### src/rtl/decode_pkg.sv
// Shared definitions for the ID stage: opcodes, control-field layout and the
// main control decoder.
package decode_pkg;

    localparam logic [5:0] OP_RTYPE = 6'h00;
    localparam logic [5:0] OP_LW    = 6'h23;
    localparam logic [5:0] OP_SW    = 6'h2B;
    localparam logic [5:0] OP_BEQ   = 6'h04;
    localparam logic [5:0] OP_ADDI  = 6'h08;

    // Bit positions inside the wb / mem / ex control groups
    localparam int WB_REGWRITE  = 1;
    localparam int WB_MEMTOREG  = 0;
    localparam int MEM_BRANCH   = 2;
    localparam int MEM_MEMREAD  = 1;
    localparam int MEM_MEMWRITE = 0;
    localparam int EX_REGDST    = 3;
    localparam int EX_ALUOP_HI  = 2;
    localparam int EX_ALUOP_LO  = 1;
    localparam int EX_ALUSRC    = 0;

    typedef struct packed {
        logic [1:0] wb;
        logic [2:0] mem;
        logic [3:0] ex;
    } ctrl_t;

    localparam ctrl_t CTRL_NOP = '{wb: 2'b00, mem: 3'b000, ex: 4'b0000};

    function automatic ctrl_t decode_ctrl(input logic [5:0] op);
        ctrl_t c;
        c = CTRL_NOP;
        case (op)
            OP_RTYPE: c = '{wb: 2'b10, mem: 3'b000, ex: 4'b1100};
            OP_LW:    c = '{wb: 2'b11, mem: 3'b010, ex: 4'b0001};
            OP_SW:    c = '{wb: 2'b00, mem: 3'b001, ex: 4'b0001};
            OP_BEQ:   c = '{wb: 2'b00, mem: 3'b100, ex: 4'b0010};
            OP_ADDI:  c = '{wb: 2'b10, mem: 3'b000, ex: 4'b0001};
            default:  c = CTRL_NOP;
        endcase
        return c;
    endfunction

endpackage

### src/rtl/hz_reg_file.sv
// 32-entry register file, two combinational read ports, one write port, with
// optional same-cycle write-through from WB to the read ports.
module hz_reg_file #(
    parameter int DATA_W    = 32,
    parameter int BYPASS_EN = 1
) (
    input  logic              clk,
    input  logic              rst,
    input  logic              we,
    input  logic [4:0]        waddr,
    input  logic [DATA_W-1:0] wdata,
    input  logic [4:0]        raddr_1,
    input  logic [4:0]        raddr_2,
    output logic [DATA_W-1:0] rdata_1,
    output logic [DATA_W-1:0] rdata_2
);

    logic [DATA_W-1:0] regs [32];

    always_ff @(posedge clk or negedge rst) begin
        if (!rst) begin
            for (int i = 0; i < 32; i++) regs[i] <= '0;
        end else if (we && waddr != 5'd0) begin
            regs[waddr] <= wdata;
        end
    end

    // r0 is hard-wired, so it must also be excluded from the bypass match
    always_comb begin
        rdata_1 = (raddr_1 == 5'd0) ? '0 : regs[raddr_1];
        rdata_2 = (raddr_2 == 5'd0) ? '0 : regs[raddr_2];
        if (BYPASS_EN != 0 && we) begin
            if (raddr_1 != 5'd0 && raddr_1 == waddr) rdata_1 = wdata;
            if (raddr_2 != 5'd0 && raddr_2 == waddr) rdata_2 = wdata;
        end
    end

endmodule

### src/rtl/decode_stage_hz.sv
// MIPS ID stage: register read, control decode, sign extension, load-use
// hazard detection and the ID/EX pipeline latch.
module decode_stage_hz #(
    parameter int DATA_W      = 32,
    parameter int PC_W        = 32,
    parameter int BYPASS_EN   = 1,
    parameter int STALL_CNT_W = 16
) (
    input  logic                   clk,
    input  logic                   rst,
    input  logic                   wb_reg_write,
    input  logic [4:0]             wb_write_reg_location,
    input  logic [DATA_W-1:0]      mem_wb_write_data,
    input  logic [31:0]            if_id_instr,
    input  logic [PC_W-1:0]        if_id_npc,
    input  logic                   if_id_valid,
    input  logic                   flush,
    output logic                   hazard_stall,
    output logic                   id_ex_valid,
    output logic [1:0]             id_ex_wb,
    output logic [2:0]             id_ex_mem,
    output logic [3:0]             id_ex_execute,
    output logic [PC_W-1:0]        id_ex_npc,
    output logic [DATA_W-1:0]      id_ex_read_data_1,
    output logic [DATA_W-1:0]      id_ex_read_data_2,
    output logic [DATA_W-1:0]      id_ex_sign_ext,
    output logic [4:0]             id_ex_instr_bits_25_21,
    output logic [4:0]             id_ex_instr_bits_20_16,
    output logic [4:0]             id_ex_instr_bits_15_11,
    output logic [STALL_CNT_W-1:0] stall_count
);
    import decode_pkg::*;

    logic [4:0]        rs, rt, rd;
    logic [15:0]       imm;
    logic [DATA_W-1:0] rdata_1, rdata_2, sext;
    ctrl_t             ctrl;

    assign rs   = if_id_instr[25:21];
    assign rt   = if_id_instr[20:16];
    assign rd   = if_id_instr[15:11];
    assign imm  = if_id_instr[15:0];
    assign sext = {{(DATA_W-16){imm[15]}}, imm};
    assign ctrl = decode_ctrl(if_id_instr[31:26]);

    hz_reg_file #(
        .DATA_W    (DATA_W),
        .BYPASS_EN (BYPASS_EN)
    ) u_rf (
        .clk     (clk),
        .rst     (rst),
        .we      (wb_reg_write),
        .waddr   (wb_write_reg_location),
        .wdata   (mem_wb_write_data),
        .raddr_1 (rs),
        .raddr_2 (rt),
        .rdata_1 (rdata_1),
        .rdata_2 (rdata_2)
    );

    // A load targeting r0 produces nothing, so it never creates a dependency
    assign hazard_stall = id_ex_valid & id_ex_mem[MEM_MEMREAD] & if_id_valid &
                          (id_ex_instr_bits_20_16 != 5'd0) &
                          ((id_ex_instr_bits_20_16 == rs) |
                           (id_ex_instr_bits_20_16 == rt));

    always_ff @(posedge clk or negedge rst) begin
        if (!rst) begin
            id_ex_valid            <= 1'b0;
            id_ex_wb               <= '0;
            id_ex_mem              <= '0;
            id_ex_execute          <= '0;
            id_ex_npc              <= '0;
            id_ex_read_data_1      <= '0;
            id_ex_read_data_2      <= '0;
            id_ex_sign_ext         <= '0;
            id_ex_instr_bits_25_21 <= '0;
            id_ex_instr_bits_20_16 <= '0;
            id_ex_instr_bits_15_11 <= '0;
        end else if (flush || hazard_stall) begin
            id_ex_valid            <= 1'b0;
            id_ex_wb               <= '0;
            id_ex_mem              <= '0;
            id_ex_execute          <= '0;
            id_ex_npc              <= '0;
            id_ex_read_data_1      <= '0;
            id_ex_read_data_2      <= '0;
            id_ex_sign_ext         <= '0;
            id_ex_instr_bits_25_21 <= '0;
            id_ex_instr_bits_20_16 <= '0;
            id_ex_instr_bits_15_11 <= '0;
        end else begin
            id_ex_valid            <= if_id_valid;
            id_ex_wb               <= if_id_valid ? ctrl.wb  : CTRL_NOP.wb;
            id_ex_mem              <= if_id_valid ? ctrl.mem : CTRL_NOP.mem;
            id_ex_execute          <= if_id_valid ? ctrl.ex  : CTRL_NOP.ex;
            id_ex_npc              <= if_id_npc;
            id_ex_read_data_1      <= rdata_1;
            id_ex_read_data_2      <= rdata_2;
            id_ex_sign_ext         <= sext;
            id_ex_instr_bits_25_21 <= rs;
            id_ex_instr_bits_20_16 <= rt;
            id_ex_instr_bits_15_11 <= rd;
        end
    end

    always_ff @(posedge clk or negedge rst) begin
        if (!rst) begin
            stall_count <= '0;
        end else if (hazard_stall && stall_count != {STALL_CNT_W{1'b1}}) begin
            stall_count <= stall_count + STALL_CNT_W'(1);
        end
    end

endmodule

### config.mk
export PLATFORM = sky130hd
export DESIGN_NAME = decode_stage_hz
export DESIGN_NICKNAME = d
export VERILOG_FILES = /design/src/rtl/decode_pkg.sv /design/src/rtl/hz_reg_file.sv /design/src/rtl/decode_stage_hz.sv
export SDC_FILE = /design/constraint.sdc
export NUM_CORES = 2
export LEC_CHECK = 0
export ABC_AREA = 1
export ABC_CLOCK_PERIOD_IN_PS = 2500
export CORE_MARGIN = 5
export CORE_UTILIZATION = 30
export CTS_CLUSTER_DIAMETER = 150
export DETAILED_ROUTE_END_ITERATION = 16
export SETUP_SLACK_MARGIN = 0.02
export SYNTH_ARGS = -nofsm -noshare
export SYNTH_HDL_FRONTEND = slang
export SYNTH_SLANG_ARGS = --single-unit
### constraint.sdc
create_clock -name clk -period 2.5 [get_ports clk]
set_input_delay 0.5 -clock clk [delete_from_list [all_inputs] [get_ports clk]]
set_output_delay 0.5 -clock clk [all_outputs]
set_load 0.02 [all_outputs]
==> impl_results.md <==
- Final hold vios: 0
- Hpwl dp: 153,700 um
- Height of the die: 474.7 um
- Setup WS post-layout: -0.2365 ns
- Worst hold path type: primary input to asynchronous set/reset pin
- Pre-CTS setup slack: -0.5544 ns
- Area Growth Syn to Fin: 20.13%
- Vias in the first global route: 62,990
- Starting Density: 30.15%
- Post-DR wirelength/cell: 21.42 um
- Final cell count without fillers: 12,380
- Later-pin clock latency in the skew report: 0.82 ns
- Post-synth EDFFs: 0
- Setup slack, reg-to-reg: 0.32 ns
- RSZ-0062 raised after global routing: yes
- Num CTS Buffers: 144
- DR pass1 iterations: 9
- Critical path launch point type: register
- Failing checks: negative setup slack
- Remaining antenna violation count: 0
- Num ports: 276
- Met1 Use GR: 29.01%
- Area share of the largest cell type after synthesis: 45.16%
- Outcome: complete, but fails checks
- Clock transition at path regs: 0.06 ns
- FF-to-FF End: stall_count[7]
- Number of synthesis warnings: 0
- Cells after Synth: 9,462
- CP arrival: 2.24 ns
- Worst slew pin tran: 1.146 ns
- Worst setup path end: hazard_stall
- Fraction of layout cells with a size suffix above 1: 6.975%
- Fmax: 365.4 MHz
- Synth Cell Area: 64,780 um2
- Tcrit/Tclk final: 109.5%
- Synth Net Count: 9,569
- Clock skew: 0.06274 ns
- GP Congestion: 0.8699
- CTS sink count: 1,169
- Total Wirelength: 265,200 um
- Syn_area_per_cell: 6.846 um2
- H-tree level count: 4
- Final setup violating endpoints: 1
- Setup CP Type: register to primary output
- Root Driver: clkbuf_16
- Most Used Layer, Global Route: met2
- Placed cells: 12,110
- Reg-to-Reg Start: stall_count[0]
- Final layout net count: 9,527
- CTS tree: yes
- Core Footprint: 214,800 um2
- Die Wd: 474.7 um
- Drt initial violations: 7,902
- Synth Flop Type: dfrtp_1
- I/O Buffers: 275
- DRC viols: 0
- Met2 GRT Util: 36.68%
- Post-layout util: 36.22%
- Worst-path fanout max: 4
- Peak supply drop: 0.0006310 V
- R2R depth: 10
- Worst Setup SP: id_ex_instr_bits_20_16[0]
- First-pass GRT wire length: 396,600 um
- Synth area leader: dfrtp_1
- PwrDens: 744.2 nW/um2
- Top cells by area in the synthesized netlist: dfrtp_1 (45%), nand2_1 (18%), nand3_1 (15%), o21ai_0 (7.6%), inv_1 (6.3%)
- Rel. slew slack: 23.59%
- Post-synthesis sequential area ratio: 45.16%
- Via density: 5.294
- Final Max Tran Viols: 0
- Largest net degree at the start of global routing: 144
- Die Area: 225,300 um2
- Req. time, crit path: 2.00 ns
- CTS Buffer Depth: 3
- Initial antenna violation count: 15
- Met3 usage: 4.383%
- Async S/R FF share, synth: 100.0%
- Max Cap Viol: 0
- Gr ovfl total: 0
- Worst Setup End Kind: primary output
- FF+latch count, synth: 1,169
- Number of distinct library cells after synthesis: 28
- GRT Resource Usage Total: 22.96%
- Min cycle time layout: 2.736 ns
- P_leak: 38.65 nW
- # rows: 170
- Total number of vias: 65,540
## critical path, stage by stage, from the launching register on
cell and delay, ns:
dfrtp_1 0.43, xor2_1 0.18, nor3_1 0.13, nand3_1 0.15, nand2_4 0.17, buf_12 0.13
nand2_8 0.05, clkinv_4 0.05, buf_6 0.10
## sequential cells by signal, indices dropped and copies added (netlist names)
register                flops
id_ex_npc                  32
id_ex_mem                   2
u_rf.regs                1024
id_ex_valid                 1
id_ex_read_data_1          32
stall_count                16
id_ex_execute               3
id_ex_read_data_2          32
id_ex_instr_bits_25_21      5
id_ex_sign_ext             12
id_ex_wb                    1
id_ex_instr_bits_15_11      4
id_ex_instr_bits_20_16      5
## layer usage
metal,vias up,wire length [um]
met2,3809,118400
met1,30970,104200
li1,29850,-
met3,919,25540
met4,2,17000
met5,-,13
## placed cells by master, fill, tap and decap left out, drive strengths merged
cell type	n
nor2	136
xor2	14
nand2	3130
dlygate4sd2	57
a21oi	69
ha	1
clkdlybuf4s50	205
clkinv	41
nor3	22
diode	9
nand3b	1
nand3	1920
xnor2	9
nor4	3
inv	1108
nor3b	1
or2	5
dlygate4sd3	1
buf	359
o211ai	64
dfrtp	1169
nand4	10
o21ai	994
clkbuf	202
bufinv	8
clkinvlp	5
## Yosys cell counts (14+ instances only)
cell type and number:
a21oi_1 69, buf_1 94, buf_2 54, buf_4 24
clkbuf_1 638, dfrtp_1 1169, inv_1 1095, nand2_1 3126
nand3_1 1920, nor2_1 132, nor3_1 17, o211ai_1 64
o21ai_0 986, xor2_1 14
## kinds of logic (layout without fill, tap and decap cells)
| logic type | Yosys count | after routing | synth area share [%] |
|---|---|---|---|
| and+or+nand+nor | 5228 | 5228 | 34.22 |
| AOI/OAI and AO/OA | 1127 | 1127 | 8.955 |
| xor gates and xnor gates | 23 | 23 | 0.3110 |
| adders and majority gates | 1 | 1 | 0.01931 |
| buffers and inverters | 1914 | 1986 | 11.33 |
| DFF | 1169 | 1169 | 45.16 |
| other | 0 | 9 | 0 |
## worst min-delay path by stage
stage / start / end / slack, ns / cells after the start
2_1_floorplan: rst / id_ex_execute[0] / 0.20 / 0
3_3_place_gp: u_rf.regs[1004] / u_rf.regs[1004] / 0.36 / 0
3_5_place_dp: u_rf.regs[1018] / u_rf.regs[1018] / 0.37 / 0
4_1_cts: if_id_instr[15] / id_ex_sign_ext[30] / 0.13 / 3
5_1_grt: rst / id_ex_read_data_1[14] / 0.18 / 2
6_report: rst / id_ex_read_data_1[14] / 0.19 / 2
## per-stage QoR
step | hold slack [ns] | power (mW) | area [um2] | TNS, ns
6_report | 0.1946 | 57.90 | 77810 | -0.2365
5_1_grt | 0.1822 | 61.12 | 77800 | -0.3777
4_1_cts | 0.1326 | 58.16 | 77780 | -0.3451
3_5_place_dp | 0.3656 | 36.16 | 72810 | -10.24
3_3_place_gp | 0.3646 | 35.72 | 72810 | -34.46
2_1_floorplan | 0.2044 | 31.89 | 64780 | 0
## power breakdown
group | internal (mW) | switching, mW | leakage, nW | total, mW
logic | 4.30 | 7.88 | 21.3 | 12.2
clock network | 12.7 | 9.13 | 2.44 | 21.9
registers | 22.2 | 1.69 | 14.9 | 23.9
total | 39.2 | 18.7 | 38.6 | 57.9
## repair_timing
item                                   4_1_cts  5_1_grt
endpoints found under the hold margin      324        0
setup buffers                                1        0
pin swaps                                    3        0
hold buffers                                 1        0
gates resized for setup                     76        2
setup endpoints to repair                   57        2
## final cells by class
| class | instances | area, um2 |
|---|---|---|
| multi-input cells | 6379 | 28450 |
| flip-flops and latches | 1169 | 29260 |
| clock buffers | 202 | 4213 |
| inverters | 1104 | 4194 |
| repair buffers | 622 | 7357 |
| clock inverters | 58 | 764.5 |
| well taps | 2838 | 3551 |
| fillers | 22210 | 137000 |
| diodes | 9 | 22.52 |
(Power assumes the default switching activity.)
